$ cat src/rtl/key_event_reader.sv
// -----------------------------------------------------------------------------
// key_event_reader
//
// Consumer side of the keypad register interface. Watches the keypad's sticky
// 16-bit key register, snapshots it whenever it is non-zero while idle, pulses
// key_clear once per snapshot, and serialises every set bit of the snapshot
// (lowest index first) into 4-bit key codes through a small circular FIFO.
// Game control logic drains the codes with a valid/ready handshake.
//
// Parameters:
//   FIFO_DEPTH    event FIFO entries (power of two, >= 2)
//   GUARD_CYCLES  idle cycles after a drain before key_data is sampled again,
//                 giving the keypad time to apply key_clear (1..7)
//
// Ports:
//   clk            system clock
//   rstn           asynchronous active-low reset
//   key_interrupt  OR of the keypad's per-key pulses (wake hint only)
//   key_data       sticky key register; bit i = key i pressed since last clear
//   key_clear      one-cycle pulse clearing the keypad's key register
//   evt_valid      FIFO non-empty; evt_code holds the head entry
//   evt_ready      consumer accepts the head entry when evt_valid is high
//   evt_code       key index at the FIFO head (0 when empty)
//   evt_level      current FIFO occupancy
//   busy           high while draining a snapshot or waiting out the guard
// -----------------------------------------------------------------------------
module key_event_reader #(
    parameter int unsigned FIFO_DEPTH   = 4,
    parameter int unsigned GUARD_CYCLES = 1
) (
    input  logic                          clk,
    input  logic                          rstn,
    input  logic                          key_interrupt,
    input  logic [15:0]                   key_data,
    output logic                          key_clear,
    output logic                          evt_valid,
    input  logic                          evt_ready,
    output logic [3:0]                    evt_code,
    output logic [$clog2(FIFO_DEPTH):0]   evt_level,
    output logic                          busy
);

    localparam int unsigned PW = $clog2(FIFO_DEPTH);
    localparam int unsigned LW = PW + 1;

    localparam logic [LW-1:0] DEPTH_L = LW'(FIFO_DEPTH);
    localparam logic [2:0]    GUARD_L = 3'(GUARD_CYCLES);

    typedef enum logic [1:0] {
        ST_IDLE  = 2'd0,
        ST_DRAIN = 2'd1,
        ST_GUARD = 2'd2
    } state_t;

    // ------------------------------------------------------------------
    // Registers
    // ------------------------------------------------------------------
    state_t         state_q, state_d;
    logic [15:0]    snap_q, snap_d;
    logic [2:0]     guard_q, guard_d;
    logic           clear_q, clear_d;
    logic           busy_q, busy_d;

    logic [3:0]     mem [FIFO_DEPTH];
    logic [PW-1:0]  wr_ptr_q;
    logic [PW-1:0]  rd_ptr_q;
    logic [LW-1:0]  count_q;

    // ------------------------------------------------------------------
    // Combinational helpers
    // ------------------------------------------------------------------
    logic           fifo_nonempty;
    logic           pop;
    logic           push;
    logic           push_ok;
    logic [3:0]     low_idx;
    logic           low_found;

    // Capture is decided by key_data alone; key_interrupt carries no extra
    // information for this reader and is deliberately left unused.
    logic           unused_key_interrupt;
    assign unused_key_interrupt = key_interrupt;

    assign fifo_nonempty = (count_q != '0);
    assign pop           = fifo_nonempty && evt_ready;

    // A full FIFO still accepts a push when the head leaves in the same cycle.
    assign push_ok       = (count_q < DEPTH_L) || pop;

    // Index of the lowest set bit of the snapshot.
    always_comb begin
        low_idx   = '0;
        low_found = 1'b0;
        for (int unsigned i = 0; i < 16; i++) begin
            if (snap_q[i] && !low_found) begin
                low_idx   = 4'(i);
                low_found = 1'b1;
            end
        end
    end

    // ------------------------------------------------------------------
    // State machine: next state, snapshot, guard counter, registered outputs
    // ------------------------------------------------------------------
    always_comb begin
        state_d = state_q;
        snap_d  = snap_q;
        guard_d = guard_q;
        clear_d = 1'b0;
        push    = 1'b0;

        unique case (state_q)
            ST_IDLE: begin
                if (key_data != '0) begin
                    snap_d  = key_data;
                    clear_d = 1'b1;
                    state_d = ST_DRAIN;
                end
            end

            ST_DRAIN: begin
                if ((snap_q != '0) && push_ok) begin
                    push   = 1'b1;
                    // x & (x-1) drops the lowest set bit, the one being pushed.
                    snap_d = snap_q & (snap_q - 16'd1);
                end
                // Leaving as soon as the last bit is pushed keeps a k-bit
                // snapshot at exactly k DRAIN cycles.
                if (snap_d == '0) begin
                    state_d = ST_GUARD;
                    guard_d = GUARD_L;
                end
            end

            ST_GUARD: begin
                if (guard_q <= 3'd1) begin
                    guard_d = '0;
                    state_d = ST_IDLE;
                end else begin
                    guard_d = guard_q - 3'd1;
                end
            end

            default: begin
                state_d = ST_IDLE;
                snap_d  = '0;
                guard_d = '0;
            end
        endcase

        // busy is registered, so it is computed from the state being entered.
        busy_d = (state_d != ST_IDLE);
    end

    always_ff @(posedge clk or negedge rstn) begin
        if (!rstn) begin
            state_q <= ST_IDLE;
            snap_q  <= '0;
            guard_q <= '0;
            clear_q <= 1'b0;
            busy_q  <= 1'b0;
        end else begin
            state_q <= state_d;
            snap_q  <= snap_d;
            guard_q <= guard_d;
            clear_q <= clear_d;
            busy_q  <= busy_d;
        end
    end

    // ------------------------------------------------------------------
    // Event FIFO (circular buffer, pointers wrap naturally at FIFO_DEPTH)
    // ------------------------------------------------------------------
    always_ff @(posedge clk) begin
        if (push) begin
            mem[wr_ptr_q] <= low_idx;
        end
    end

    always_ff @(posedge clk or negedge rstn) begin
        if (!rstn) begin
            wr_ptr_q <= '0;
            rd_ptr_q <= '0;
            count_q  <= '0;
        end else begin
            if (push) begin
                wr_ptr_q <= wr_ptr_q + PW'(1);
            end
            if (pop) begin
                rd_ptr_q <= rd_ptr_q + PW'(1);
            end
            unique case ({push, pop})
                2'b10:   count_q <= count_q + LW'(1);
                2'b01:   count_q <= count_q - LW'(1);
                default: count_q <= count_q;
            endcase
        end
    end

    // ------------------------------------------------------------------
    // Outputs
    // ------------------------------------------------------------------
    assign key_clear = clear_q;
    assign busy      = busy_q;
    assign evt_level = count_q;
    assign evt_valid = fifo_nonempty;
    assign evt_code  = fifo_nonempty ? mem[rd_ptr_q] : '0;

endmodule

$ cat config.mk
export PLATFORM = sky130hd
export DESIGN_NAME = key_event_reader
export DESIGN_NICKNAME = d
export VERILOG_FILES = /design/src/rtl/key_event_reader.sv
export SDC_FILE = /design/constraint.sdc
export NUM_CORES = 1
export LEC_CHECK = 0
export ABC_AREA = 1
export CORE_ASPECT_RATIO = 1.2
export CORE_UTILIZATION = 31
export CTS_CLUSTER_SIZE = 14
export DETAILED_ROUTE_END_ITERATION = 10
export GPL_TIMING_DRIVEN = 1
export PLACE_DENSITY = 0.6
export SETUP_SLACK_MARGIN = 0.15
export SYNTH_ARGS = -nofsm -noshare
export SYNTH_HDL_FRONTEND = slang
export SYNTH_SLANG_ARGS = --single-unit
$ cat constraint.sdc
create_clock -name clk -period 2.3 [get_ports clk]
set_input_delay 0.575 -clock clk [delete_from_list [all_inputs] [get_ports clk]]
set_output_delay 0.575 -clock clk [all_outputs]
set_load 0.005 [all_outputs]
==> impl_metrics.yaml <==
synthesis:
  synthCells: 345
  syn_nets: 377
  seq_area_frac_synth_pct: 43.89
  synth-seq-cells: 46
  syn_area_um2: 2805
  ys_warn_count: 0
  yosys.cell_types.count: 35
  syn_area_per_cell_um2: 8.131
timing:
  min_period_ns: 2.121
  fin_crit_sh_pct: 92.21
  finClkSkew_ns: 0.008018
  fmax_ghz: 0.4715
  max_slew_margin_pct: 48.77
  setup_viol: 0
  setup_tns_ns: 0
  rsz0062_at_grt: "yes"
  tightest_slew_ns: 0.7588
  finalHoldViolCount: 0
  drv_slew: 0
clocking:
  clock_path_buffers: 2
  cts_root_buffer: "clkbuf_8"
  numCtsBuffers: 5
  cts_tree: "yes"
  path_clk_slew_ns: 0.09
  clock_latency_ns: 0.30
  numClockSinks: 46
  cts_hold_buf: 0
  htree_levels: 2
power:
  p_leak_nw: 1.810
  ir_drop_mv: 0.6019
  p_per_area_nw_per_um2: 1284
placed_design:
  dp_hpwl_um: 5091
  place_inst: 521
  io_buffer_count: 28
  place.gp.congestion: 0.9224
cells_and_area:
  areaGrowthSynthToFinish_pct: 39.88
  final_common_cell: "buf_4"
  utilization_pct: 45.32
  final_net_count: 467
  insertedDiodeCount: 0
  fin_cells: 553
  mostFrequentLayoutCells: "buf_4, nand2_1, nor2_1, inv_1, a21oi_1"
  drive_gt1_share_pct: 31.19
setup_path:
  crit_chain: "nor2_4 -> nand2_4 -> buf_6 -> nor2_4 -> nand3_2 -> o21ai_2 -> nand2_1 -> nor2_1 -> nand2_1 -> o21bai_2 -> nand2_2 -> nand2_1 -> o21ai_1"
  path_max_fanout: 6
  critPathMostFrequentCell: "nand2_1"
  critPathCaptureType: "flop"
  crit_type: "flop to flop"
  critPathArrivalTime_ns: 2.31
  cp.required_ns: 2.49
  critPathSlowestCell: "dfrtp_1"
  reg2regPathDepth: 13
  cp-start-kind: "flop"
  cpPeakStageDelay_ns: 0.44
worst_hold_path:
  min_path_cells: 2
  worstHoldPathType: "flop to flop"
grt:
  gr-total-overflow: 0
  grt_use_total_pct: 15.12
  antenna_found_initial: 0
  grt_pass1_wl_um: 11160
  grt_start_max_net_pins: 31
  grt_pass1_vias: 2561
flow_run:
  drv_cap: 0
floorplan:
  rows: 37
  initial_utilization_pct: 32.40
  core_area_um2: 8657
  chipWidth_um: 88.84
  io_pins: 30
  die_height_um: 106.2
  dieArea_um2: 9435
drt:
  wl_per_cell_um: 12.81
  antenna_left: 0
  drtPass1Iterations: 4
  drt_iter0_markers: 92
  drc_errors: 0
  wl_um: 7086
  vias: 2632
  vias_per_cell: 4.759
outcome:
  status: "finished clean"
cell usage after synthesis:
cell type / instances / area share [%]
a21o_1: 1 / 0.27
a21oi_1: 30 / 5.4
a22oi_1: 8 / 2.1
a31oi_1: 2 / 0.45
buf_2: 1 / 0.18
clkbuf_1: 5 / 0.67
clkinv_1: 1 / 0.13
dfrtp_1: 30 / 27
edfxtp_1: 16 / 17
fa_1: 1 / 0.71
ha_1: 11 / 4.9
inv_1: 39 / 5.2
inv_2: 1 / 0.13
nand2_1: 58 / 7.8
nand2_2: 3 / 0.67
nand2_4: 4 / 1.6
nand3_1: 18 / 3.2
nand3_2: 1 / 0.36
nand4_1: 2 / 0.45
nor2_1: 54 / 7.2
nor2_2: 7 / 1.6
nor2_4: 5 / 2.0
nor3_1: 2 / 0.36
nor4_1: 4 / 0.89
o2111ai_1: 1 / 0.31
o21ai_0: 16 / 2.9
o21ai_1: 4 / 0.71
o21ai_2: 3 / 0.94
o21bai_2: 3 / 1.2
o221ai_1: 1 / 0.31
o311ai_0: 1 / 0.31
o41ai_1: 1 / 0.31
or2_2: 6 / 1.3
xnor2_1: 1 / 0.31
xor2_1: 4 / 1.2
stage by stage:
stage	cell area [um^2]	hold WS, ns	setup WS [ns]	total power (W)
after global placement	3488	0.4741	-0.1510	0.003983
after global routing	3924	0.5461	0.06243	0.005450
after CTS	3595	0.5129	0.03681	0.004588
after floorplan	2808	0.2794	0.1690	0.003061
after detailed placement	3488	0.4911	-0.1765	0.004043
final	3924	0.5000	0.1792	0.005040
logic make-up after synthesis:
family,Yosys count,share of synthesized area (%)
buf+inv,47,6.333
fa+ha+maj,12,5.620
simple gates,164,27.43
xor+xnor,5,1.561
flops,46,43.89
compound gates,71,15.17
timing repair:
| item | 4_1_cts | 5_1_grt |
|---|---|---|
| pin swaps | 1 | 22 |
| gates resized for setup | 8 | 51 |
| setup endpoints to repair | 5 | 28 |
| setup buffers | 1 | 23 |
final timing paths:
kind / startpoint / end / slack [ns]
max: snap_q[1] / guard_q[1] / 0.18
min: guard_q[1] / guard_q[1] / 0.50
max reg2reg: snap_q[1] / guard_q[1] / 0.18
min reg2reg: guard_q[1] / guard_q[1] / 0.50
max in group asynchronous: rstn / snap_q[9] / 1.30
min in group asynchronous: rstn / evt_level[1] / 0.67
registers in the layout, indices dropped and copies added, names as in the netlist:
name	cells
evt_level	3
state_q	2
snap_q	16
rd_ptr_q	2
guard_q	3
mem	16
key_clear	1
wr_ptr_q	2
busy	1
layout make-up:
| class | count | area [um^2] |
|---|---|---|
| inverters | 41 | 156.4 |
| multi-input cells | 252 | 1521 |
| repair buffers | 89 | 774.5 |
| clock inverters | 3 | 16.27 |
| fillers | 846 | 4733 |
| clock buffers | 5 | 68.82 |
| flip-flops and latches | 46 | 1240 |
| well taps | 117 | 146.4 |
worst max-delay path: cells and delay by family, from the launching register on:
| family | cells | cell delay (ns) |
|---|---|---|
| AO/OA/AOI/OAI | 3 | 0.39 |
| buffers and inverters | 1 | 0.13 |
| flip-flops | 1 | 0.44 |
| AND/OR/NAND/NOR | 9 | 1.06 |
metal layers:
layer | vias to the layer above | GRT usage (%) | wire length, um
li1 | 1320 | - | -
met1 | 1231 | 17.39 | 2906
met2 | 73 | 27.58 | 3761
met3 | 8 | 2.717 | 336
met4 | 0 | 4.954 | 81
met5 | - | 0 | 0
power by group:
group          switching [W]  internal [W]  leakage, nW
sequential          0.000269       0.00126        0.510
combinational        0.00162       0.00140         1.26
clock               0.000279      0.000209       0.0416
total                0.00217       0.00287         1.81
(Power assumes the default switching activity.)
